===== config.mk =====
export PLATFORM = sky130hd
export DESIGN_NAME = serial_word_transmitter_flat
export DESIGN_NICKNAME = d
export VERILOG_FILES = /design/src/rtl/serial_word_transmitter_if.sv /design/src/rtl/serial_word_transmitter.sv /design/src/flat_wrapper.sv
export SDC_FILE = /design/constraint.sdc
export NUM_CORES = 1
export LEC_CHECK = 0
export BUFFER_PORTS_ARGS = -buffer_cell sky130_fd_sc_hd__clkbuf_2
export CAP_MARGIN = 20
export CORE_ASPECT_RATIO = 1.75
export CORE_MARGIN = 3
export CORE_UTILIZATION = 50
export CTS_BUF_LIST = sky130_fd_sc_hd__clkbuf_8
export DETAILED_ROUTE_END_ITERATION = 8
export GPL_TIMING_DRIVEN = 0
export HOLD_SLACK_MARGIN = 0.03
export PLACE_DENSITY = 0.8
export RECOVER_POWER = 100
export SYNTH_ARGS = -nofsm -noshare
export SYNTH_HDL_FRONTEND = slang
export SYNTH_SLANG_ARGS = --single-unit

===== constraint.sdc =====
create_clock -name clk_i -period 5.9 [get_ports clk_i]
set_clock_uncertainty 0.15 [all_clocks]
set_input_delay 0.885 -clock clk_i [delete_from_list [all_inputs] [get_ports clk_i]]
set_output_delay 0.885 -clock clk_i [all_outputs]
set_load 0.02 [all_outputs]

===== src/rtl/serial_word_transmitter_if.sv =====
// Handshake and 3-wire serial link bundle for serial_word_transmitter.
// The producer side uses the master modport; the transmitter uses the slave modport.
interface serial_word_transmitter_if #(
   parameter int DATA_WIDTH = 64
);
   logic [DATA_WIDTH-1:0] in_data;
   logic                  in_valid;
   logic                  in_ready;
   logic                  busy;
   logic                  transmission;
   logic                  clock;
   logic                  data;
   logic                  frame_done;

   modport master (
      output in_data, in_valid,
      input  in_ready, busy, transmission, clock, data, frame_done
   );

   modport slave (
      input  in_data, in_valid,
      output in_ready, busy, transmission, clock, data, frame_done
   );
endinterface


===== src/rtl/serial_word_transmitter.sv =====
// Shifts one accepted word out on a transmission/clock/data link; optional even parity bit (SERIAL_TX_PARITY_EN).
// Latency: first bit on the line the cycle after accept; frame = bits*2*CLK_DIV cycles, then GAP_BITS idle bit periods.
// Backpressure: in_ready only in IDLE, so in_valid is held off for the whole frame plus gap.
module serial_word_transmitter #(
   parameter int DATA_WIDTH = 64,
   parameter int CLK_DIV    = 50,
   parameter int GAP_BITS   = 2,
   parameter int MSB_FIRST  = 1
) (
   input  logic                      clk_i,
   input  logic                      rst_ni,
   serial_word_transmitter_if.slave  tx_if
);

   localparam int HCW     = $clog2(CLK_DIV + 1);
   localparam int BCW     = $clog2(DATA_WIDTH + 1);
   localparam int GAP_CYC = GAP_BITS * 2 * CLK_DIV;
   localparam int GCW     = (GAP_CYC > 0) ? $clog2(GAP_CYC + 1) : 1;

   localparam logic [HCW-1:0] HC_LAST = HCW'(CLK_DIV - 1);
   localparam logic [BCW-1:0] BC_LAST = BCW'(DATA_WIDTH - 1);
   localparam logic [GCW-1:0] GC_LAST = GCW'((GAP_CYC > 0) ? GAP_CYC - 1 : 0);

`ifdef SERIAL_TX_PARITY_EN
   typedef enum logic [1:0] {IDLE, SHIFT, PARITY, GAP} state_t;
`else
   typedef enum logic [1:0] {IDLE, SHIFT, GAP} state_t;
`endif

   state_t                state_q;
   logic [DATA_WIDTH-1:0] shreg_q;
   logic [DATA_WIDTH-1:0] shreg_d;
   logic [HCW-1:0]        hcnt_q;
   logic [BCW-1:0]        bcnt_q;
   logic [GCW-1:0]        gcnt_q;
   logic                  in_ready_q;
   logic                  busy_q;
   logic                  trans_q;
   logic                  clock_q;
   logic                  data_q;
   logic                  done_q;
`ifdef SERIAL_TX_PARITY_EN
   logic                  par_q;
`endif

   logic first_bit;
   logic next_bit;
   logic half_end;
   logic bit_end;
   logic frame_end;

   always_comb begin
      shreg_d   = (MSB_FIRST != 0) ? (shreg_q << 1) : (shreg_q >> 1);
      next_bit  = (MSB_FIRST != 0) ? shreg_d[DATA_WIDTH-1] : shreg_d[0];
      first_bit = (MSB_FIRST != 0) ? tx_if.in_data[DATA_WIDTH-1] : tx_if.in_data[0];
      half_end  = (hcnt_q == HC_LAST);
      bit_end   = half_end && clock_q;
`ifdef SERIAL_TX_PARITY_EN
      frame_end = (state_q == PARITY) && bit_end;
`else
      frame_end = (state_q == SHIFT) && bit_end && (bcnt_q == BC_LAST);
`endif
   end

   always_ff @(posedge clk_i or negedge rst_ni) begin
      if (!rst_ni) begin
         state_q    <= IDLE;
         shreg_q    <= '0;
         hcnt_q     <= '0;
         bcnt_q     <= '0;
         gcnt_q     <= '0;
         in_ready_q <= 1'b1;
         busy_q     <= 1'b0;
         trans_q    <= 1'b0;
         clock_q    <= 1'b0;
         data_q     <= 1'b0;
         done_q     <= 1'b0;
`ifdef SERIAL_TX_PARITY_EN
         par_q      <= 1'b0;
`endif
      end else begin
         done_q <= 1'b0;
         case (state_q)
            IDLE: begin
               if (tx_if.in_valid && in_ready_q) begin
                  state_q    <= SHIFT;
                  shreg_q    <= tx_if.in_data;
`ifdef SERIAL_TX_PARITY_EN
                  par_q      <= ^tx_if.in_data;
`endif
                  hcnt_q     <= '0;
                  bcnt_q     <= '0;
                  in_ready_q <= 1'b0;
                  busy_q     <= 1'b1;
                  trans_q    <= 1'b1;
                  clock_q    <= 1'b0;
                  data_q     <= first_bit;
               end
            end
`ifdef SERIAL_TX_PARITY_EN
            SHIFT, PARITY: begin
`else
            SHIFT: begin
`endif
               if (!half_end) begin
                  hcnt_q <= hcnt_q + 1'b1;
               end else begin
                  hcnt_q <= '0;
                  if (!clock_q) begin
                     clock_q <= 1'b1;
                  end else begin
                     // End of a bit: next bit goes out at the start of the new low phase.
                     clock_q <= 1'b0;
                     if (state_q == SHIFT && bcnt_q != BC_LAST) begin
                        bcnt_q  <= bcnt_q + 1'b1;
                        shreg_q <= shreg_d;
                        data_q  <= next_bit;
                     end
`ifdef SERIAL_TX_PARITY_EN
                     else if (state_q == SHIFT) begin
                        state_q <= PARITY;
                        data_q  <= par_q;
                     end
`endif
                  end
               end
            end
            GAP: begin
               if (gcnt_q == GC_LAST) begin
                  state_q    <= IDLE;
                  in_ready_q <= 1'b1;
                  busy_q     <= 1'b0;
               end else begin
                  gcnt_q <= gcnt_q + 1'b1;
               end
            end
            default: state_q <= IDLE;
         endcase

         // Last high phase of the frame closes the envelope; this overrides the per-bit update above.
         if (frame_end) begin
            done_q  <= 1'b1;
            trans_q <= 1'b0;
            clock_q <= 1'b0;
            data_q  <= 1'b0;
            bcnt_q  <= '0;
            gcnt_q  <= '0;
            if (GAP_CYC == 0) begin
               state_q    <= IDLE;
               in_ready_q <= 1'b1;
               busy_q     <= 1'b0;
            end else begin
               state_q <= GAP;
            end
         end
      end
   end

   assign tx_if.in_ready     = in_ready_q;
   assign tx_if.busy         = busy_q;
   assign tx_if.transmission = trans_q;
   assign tx_if.clock        = clock_q;
   assign tx_if.data         = data_q;
   assign tx_if.frame_done   = done_q;

endmodule

===== src/flat_wrapper.sv =====
// flat-port wrapper written by rule: the top's interface ports become plain ports
module serial_word_transmitter_flat 
#(
   parameter int DATA_WIDTH = 64,
   parameter int CLK_DIV    = 50,
   parameter int GAP_BITS   = 2,
   parameter int MSB_FIRST  = 1
)
  (clk_i, rst_ni, tx_if_in_data, tx_if_in_valid, tx_if_in_ready, tx_if_busy, tx_if_transmission, tx_if_clock, tx_if_data, tx_if_frame_done);
  serial_word_transmitter_if #(.DATA_WIDTH(DATA_WIDTH)) tx_if_i ();
  input  logic clk_i;
  input  logic rst_ni;
  input wire logic [$bits(tx_if_i.in_data)-1:0] tx_if_in_data;
  input wire logic [$bits(tx_if_i.in_valid)-1:0] tx_if_in_valid;
  output wire logic [$bits(tx_if_i.in_ready)-1:0] tx_if_in_ready;
  output wire logic [$bits(tx_if_i.busy)-1:0] tx_if_busy;
  output wire logic [$bits(tx_if_i.transmission)-1:0] tx_if_transmission;
  output wire logic [$bits(tx_if_i.clock)-1:0] tx_if_clock;
  output wire logic [$bits(tx_if_i.data)-1:0] tx_if_data;
  output wire logic [$bits(tx_if_i.frame_done)-1:0] tx_if_frame_done;
  assign tx_if_i.in_data = tx_if_in_data;
  assign tx_if_i.in_valid = tx_if_in_valid;
  assign tx_if_in_ready = tx_if_i.in_ready;
  assign tx_if_busy = tx_if_i.busy;
  assign tx_if_transmission = tx_if_i.transmission;
  assign tx_if_clock = tx_if_i.clock;
  assign tx_if_data = tx_if_i.data;
  assign tx_if_frame_done = tx_if_i.frame_done;
  serial_word_transmitter #(.DATA_WIDTH(DATA_WIDTH), .CLK_DIV(CLK_DIV), .GAP_BITS(GAP_BITS), .MSB_FIRST(MSB_FIRST)) u_core (.clk_i(clk_i), .rst_ni(rst_ni), .tx_if(tx_if_i));
endmodule

==> results.md, run 1 <==
* Pwr Total at 1.111 mW
* Leak at 2.455 nW
* Root buffer cell: clkbuf_8
* Vias in the first global route at approximately 4,100
* I/O Buffers at between 70 and 80
* DRC Markers at 0
* Final Hold Viols at 0
* Synth area leaders: dfrtp_1, a211oi_1, o22ai_1
* Cell variety after synth at between 40 and 50
* Layout fillers at approximately 780
* Post-DP HPWL at approximately 7900 µm
* Post-synth EDFFs at 0
* Final setup fails at 0
* Worst Hold Class: register to register
* Peak VDD IR at 157.6 µV
* Hold bufs inserted after CTS at 0
* Max incr delay on CP at approximately 1.7 ns
* Fmax at about 350 MHz
* Most common cell in the netlist: dfrtp_1
* Worst Hold Launch: u_core.tx_if.busy$_DFFE_PN0P_
* Synth top cells by count: dfrtp_1, inv_1, nor3_1
* TNS Setup at 0 ns
* Normalized max-slew margin at -0.6589
* Post-DRT Antenna Nets at 0
* DRT iter0 DRCs at around 220
* Hold Path Cell Cnt at 1
* RSZ-0062 raised after global routing: false
* Pin count of the biggest net entering global routing at 49
* Ant diodes at 0
* Clk sinks at slightly above 90
* Setup Fix Bufs, Post-CTS at 0
* R2r endpoint: u_core.shreg_q[55]$_DFFE_PN0P_
* DR vias at approximately 4,100
* Reg2reg start: u_core.bcnt_q[0]$_DFFE_PN0P_
* Dominant cell type by area after synthesis: dfrtp_1
* Worst-margin pin slew at approximately 2.5 ns
* Die height at between 100 and 150 µm
* Global route overflow at 0
* Initial antenna violation count at 0
* Skew-Pair Late Insertion Delay at roughly 0.37 ns
* Drt total wl at around 11,000 µm
* Initial DRT Pass Iterations at 4
* Initial Util at 0.5234
* Clock tree buffer depth at 2
* CP Max Fanout at 45
* Slowest CP cell: clkbuf_1
* CP delay by family, top: buffers and inverters
* TritonCTS Buffers at 9
* Cell Rows at 45
* CP Capture Type: async pin
* Worst R2R Setup Slack at 3.14 ns
* Synth warnings at 0
* H-tree depth at 3
* Layout cells sized above 1 at 0.1724
* Crit-path cells: clkbuf_1
* Worst path required time at around 5.7 ns
* Final worst-path setup slack at about 3.1 ns
* Syn Nets at approximately 570
* Mean Syn Cell Area at between 9 and 10 µm²
* Io pins at 73
* Violated checks: capacitance limit, slew limit
* Status: finished with violations
* Total Routing Usage GR at 0.2233
* First-pass GRT wire length at about 19,000 µm
* Arrival @ worst endpoint at 2.65 ns
* Kind of critical path: input port to async pin
* Final min period at between 2 and 3 ns
* Post-place setup slack at roughly 3.3 ns
* Final Max Slew Viols at 45
* Synth-to-layout area growth at 15.12%
* Wire length per cell at ~16 µm
* Tcrit/Tclk final at 0.4813
* Hold WS at 0.3531 ns
* Worst reg2reg path depth at 6
* Worst-path clk slew at roughly 0.080 ns
* Die X at roughly 79 µm
* Sequential element share of the synthesized area at 0.4978
* Async set or reset register ratio after synthesis at 1.000
* Synthesized cell area at ~4600 µm²
* Core region area at a little under 9000 µm²
* Pwr per Cell Area at approximately 210 nW/µm²
* Vias per Instance at a little under 6
* Final GP Congestion at 0.8080
* CTS tree: built
* Yosys reg bits at between 90 and 100
* Critical path buffer and inverter count at 1
* Nets at about 650
* Cell count after synthesis at about 500
* Top_reg_cell synth: dfrtp_1
* Top cell type's share of synthesized area at 0.4922
* Die area at between 10,000 and 15,000 µm²
* Max-cap violation count at 1
* CTS resizes at 0
* Startpoint types: input port
* Hold Path Sink: u_core.tx_if.busy$_DFFE_PN0P_
==> cells by family (layout without fill, tap and decap cells) <==
family | Yosys count | count (layout) | synth area share
multiplexers | 2 | 2 | 0.004597
flip-flops | 92 | 92 | 0.4978
AO/OA/AOI/OAI | 166 | 166 | 0.2447
adder cells (fa/ha/maj) | 4 | 4 | 0.01082
AND/OR/NAND/NOR | 123 | 123 | 0.1374
buffers and inverters | 103 | 192 | 0.09140
XOR/XNOR | 7 | 7 | 0.01325
==> state kept, by name, summed over array words and instances (netlist names) <==
name	count
u_core.gcnt_q	8
u_core.tx_if.frame_done	1
u_core.tx_if.transmission	1
u_core.state_q	2
u_core.bcnt_q	7
u_core.tx_if.in_ready	1
u_core.tx_if.clock	1
u_core.tx_if.data	1
u_core.tx_if.busy	1
u_core.hcnt_q	6
u_core.shreg_q	63
==> placed cells by master, fill, tap and decap left out, drive strengths merged, types with 5 or more instances in the layout <==
cell type	instances
a211oi	63
a21oi	7
buf	18
clkbuf	105
dfrtp	91
inv	67
nand2	11
nand3	6
nor2	15
nor3	65
o21ai	14
o22ai	63
o31ai	5
xor2	7
==> layer usage <==
layer  share of wire  vias up  track usage
li1                -     1995            -
met1            0.41     1983       0.2759
met2            0.53       85       0.3808
met3           0.036       18      0.03924
met4           0.020        0      0.09241
met5               0        -            0
==> per-stage QoR <==
step                instance area (µm²)  instances  utilization
finish                             5326        703       0.6025
global route                       5326        703       0.6025
CTS                                5366        703       0.6071
detailed placement                 5164        687       0.5841
global placement                   5134        686       0.5808
floorplan                          4627        497            -
==> final cells by class <==
type | instances | area, µm² | area share
Tap cell | 117 | 146.4 | 0.02748
Buffer | 39 | 166.4 | 0.03124
Clock inverter | 5 | 51.30 | 0.009631
Sequential cell | 92 | 2303 | 0.4325
Multi-Input combinational cell | 302 | 1889 | 0.3547
Clock buffer | 11 | 151.4 | 0.02842
Inverter | 64 | 240.2 | 0.04510
Timing Repair Buffer | 73 | 377.9 | 0.07094
==> report_power, final <==
group | internal (mW) | switching (mW) | total (mW)
logic | 0.0190 | 0.0206 | 0.0396
registers | 0.630 | 0 | 0.630
clock network | 0.217 | 0.225 | 0.442
==> how the worst max path moves through the flow <==
stage | startpoint | to | slack, ns | depth (start not counted)
2_1_floorplan | tx_if_in_valid | u_core.shreg_q[10]$_DFFE_PN0P_ | 3.84 | 6
3_3_place_gp | rst_ni | u_core.shreg_q[37]$_DFFE_PN0P_ | 2.68 | 1
3_5_place_dp | tx_if_in_valid | u_core.shreg_q[15]$_DFFE_PN0P_ | 3.31 | 7
4_1_cts | u_core.bcnt_q[0]$_DFFE_PN0P_ | u_core.shreg_q[15]$_DFFE_PN0P_ | 3.58 | 6
5_1_grt | rst_ni | u_core.bcnt_q[2]$_DFFE_PN0P_ | 2.54 | 1
6_report | rst_ni | u_core.shreg_q[27]$_DFFE_PN0P_ | 3.06 | 1
No activity file was read; power rests on OpenSTA's default activity.
==> run 2, diff against run 1 <==
ABC_AREA = 1   (was unset)
PLACE_DENSITY = 0.82   (was 0.8)
clock period = 2.6 ns   (was 5.9 ns; I/O delays follow)
==> run 2 against run 1 <==
  * The flow now finishes without violations
  * Cell area increased by 6.8%
  * Total power grew 130%
  * Worst setup slack got worse by 2.6 ns
  * Synthesized area increased by 7.0%
  * First-iteration DRC count is 95% higher
  * Sequential share of layout area shrank 2.7 points
  * Sequential cell count unchanged
  * Critical path depth up 6
  * Core utilization shrank 0.93 points
  * Critical endpoint is now u_core.shreg_q[0]$_DFFE_PN0P_
  * Largest cell class unchanged
  * Highest routed layer unchanged
==> results.md, run 2 <==
* Status: finished, final reports clean
* Synth area leaders: dfrtp_1, nand2_1, nand4_1
* Most common cell in the netlist: nand2_1
* CP delay by family, top: simple AND/OR/NAND/NOR gates
* Top_reg_cell synth: dfrtp_1
* Kind of critical path: register to register
* Critical Path Source: u_core.state_q[0]$_DFFE_PN0P_
* Clock tree buffer depth at 2
* H-tree depth at 3
* Crit-path cells: nor2_1 -> nand3_1 -> nand2_1 -> nand3_1 -> inv_1 -> nand2_1 -> nand2_1
* Initial antenna violation count at 0
* I/O Buffers at roughly 70
* Die height at around 140 µm
* DRT iter0 DRCs at 419
* Area occupied by multi-input gates at between 2000 and 2500 µm²
* Clk sinks at 92
* Post-DP HPWL at roughly 8600 µm
* Ant diodes at 0
* Pin count of the biggest net entering global routing at 63
* Sequential element share of the synthesized area at 0.4654
* Worst-path clk slew at ~0.090 ns
* Post-DRT Antenna Nets at 0
* Cell variety after synth at 27
* Layout fillers at 884
* Worst-margin pin slew at just over 0.8 ns
* Top cell type's share of synthesized area at 0.4601
* Most common cell after layout, fill and taps aside: nand2_1
* DRC Markers at 0
* Slowest CP cell: dfrtp_1
* Final setup fails at 0
* Top flop regs: u_core.shreg_q x63, u_core.gcnt_q x8, u_core.bcnt_q x7
* Max-cap violation count at 0
* Skew-Pair Late Insertion Delay at 0.37 ns
* Dpl cell area at 5493 µm²
* Worst path required time at around 2.8 ns
* Sequential Area at 2303 µm²
* Final Max Slew Viols at 0
* Normalized max-slew margin at 0.4554
* Io pins at 73
* Total Routing Usage GR at 0.2282
* Initial Util at 0.5164
* Peak VDD IR at about 350 µV
* Layout Cell Area excl Fill at roughly 5700 µm²
* DR vias at between 4,000 and 5,000
* Vias per Instance at approximately 5.3
* TNS Setup at 0 ns
* Initial DRT Pass Iterations at 5
* Mean Syn Cell Area at 7.226 µm²
* Synth-to-layout area growth at 14.89%
* Die X at just over 80 µm
* First-pass GRT wire length at 20,360 µm
* Commonest cells after routing, fill and taps aside: nand2_1, dfrtp_1, nand4_1, clkbuf_2, nor2_1
* Wire length per cell at 13.07 µm
* Async set or reset register ratio after synthesis at 1.000
* Layout cells sized above 1 at 0.1523
* Tcrit/Tclk final at 0.8155
* Reg2reg start: u_core.state_q[0]$_DFFE_PN0P_
* Fmax at roughly 470 MHz
* Post-synth EDFFs at 0
* Global route overflow at 0
* Synth top cells by count: nand2_1, dfrtp_1, nand4_1
* Arrival @ worst endpoint at 2.28 ns
* Dominant cell type by area after synthesis: dfrtp_1
* CTS tree: built
* Cell Rows at 47
* Yosys reg bits at 92
* TritonCTS Buffers at 9
* Pwr per Cell Area at approximately 450 nW/µm²
* CP most frequent cell: nand2_1
* Setup Fix Bufs, Post-CTS at 0
* Final Hold Viols at 0
* Die area at around 11,000 µm²
* CP Capture Type: register
* CP Max Fanout at 10
* Core region area at ~9600 µm²
* Cell count after synthesis at between 600 and 700
* Worst Hold Launch: tx_if_in_data[33]
* Vias in the first global route at approximately 4,700
* Critical path buffer and inverter count at 1
* RSZ-0062 raised after global routing: false
* Leak at roughly 3.3 nW
* Max FFs per register at 63
* Drt total wl at ~12,000 µm
* Nets at between 800 and 900
* Final core occ at 0.5933
* Final GP Congestion at approximately 0.81
* Startpoint types: register
* Max incr delay on CP at about 0.44 ns
* Syn Nets at ~760
* Root buffer cell: clkbuf_8
* Synth warnings at 0
* Worst Hold Class: input port to register
* Synthesized cell area at roughly 4900 µm²
* Largest Register: u_core.shreg_q
* Final min period at between 2 and 2.5 ns
-- run 2: cell count changes after synthesis, moves of 7 or more --
cell	delta
a211oi_1	-63
buf_1	+7
buf_2	-8
inv_1	-40
inv_2	+7
nand2_1	+355
nand3_1	+15
nand4_1	+62
nor2_1	+10
nor3_1	-61
o21ai_0	-12
o21ai_1	+9
o22ai_1	-60
-- run 2: power breakdown --
| part | switching (mW) | internal, mW |
|---|---|---|
| combinational | 0.0427 | 0.0398 |
| clock | 0.510 | 0.560 |
| sequential | 0 | 1.43 |
-- run 2: what timing repair did --
action | 4_1_cts | 5_1_grt
hold buffers | 1 | 0
resized for setup | 0 | 0
hold endpoints to repair | 30 | 0
-- run 2: area by class of cell --
cell class	count	share of cell area
Buffer	39	0.03696
Clock inverter	6	0.01386
Timing Repair Buffer	74	0.06865
Sequential cell	92	0.4051
Tap cell	122	0.02684
Inverter	32	0.02156
Multi-Input combinational cell	522	0.4029
Clock buffer	10	0.02420
-- run 2: metrics by stage --
stage	power (mW)	hold slack, ns	std cells	setup WS, ns
global placement	1.536	0.2995	879	-0.1342
floorplan	1.459	-0.05559	685	0.9238
CTS	2.590	0.1862	897	0.6084
finish	2.582	0.2056	897	0.4798
detailed placement	1.543	0.2486	880	0.6277
global route	2.662	0.2295	897	0.2559
-- run 2: layer usage --
layer | GRT usage | wire, µm | vias up
met2 | 0.4085 | 6269 | 124
met3 | 0.03469 | 460 | 28
li1 | - | - | 2357
met4 | 0.08741 | 247 | 0
met5 | 0 | 0 | -
met1 | 0.2695 | 4742 | 2230
-- run 2: cell families (layout without fill, tap and decap cells) --
kind of cell,Yosys count,in the layout,synth area share
simple gates,494,494,0.4287
compound gates,20,20,0.02098
fa+ha+maj,4,4,0.01011
xor+xnor,4,4,0.007079
buf+inv,71,161,0.06775
flops,92,92,0.4654
-- run 2: tightest hold or removal path, stage by stage --
cell and delay (ns):
clkbuf_2 0.08, nand2_1 0.05, nand2_1 0.05, nand4_1 0.07, nand2_1 0.05
-- run 2: final timing paths --
kind,cells after the start,slack (ns),to
worst max-delay path,7,0.48,u_core.shreg_q[0]$_DFFE_PN0P_
worst min-delay path,5,0.21,u_core.shreg_q[33]$_DFFE_PN0P_
worst max register to register,7,0.48,u_core.shreg_q[0]$_DFFE_PN0P_
worst min register to register,2,0.33,u_core.shreg_q[19]$_DFFE_PN0P_
max in group asynchronous,3,1.01,u_core.tx_if.in_ready$_DFFE_PN1P_
min in group asynchronous,2,0.50,u_core.bcnt_q[6]$_DFFE_PN0P_
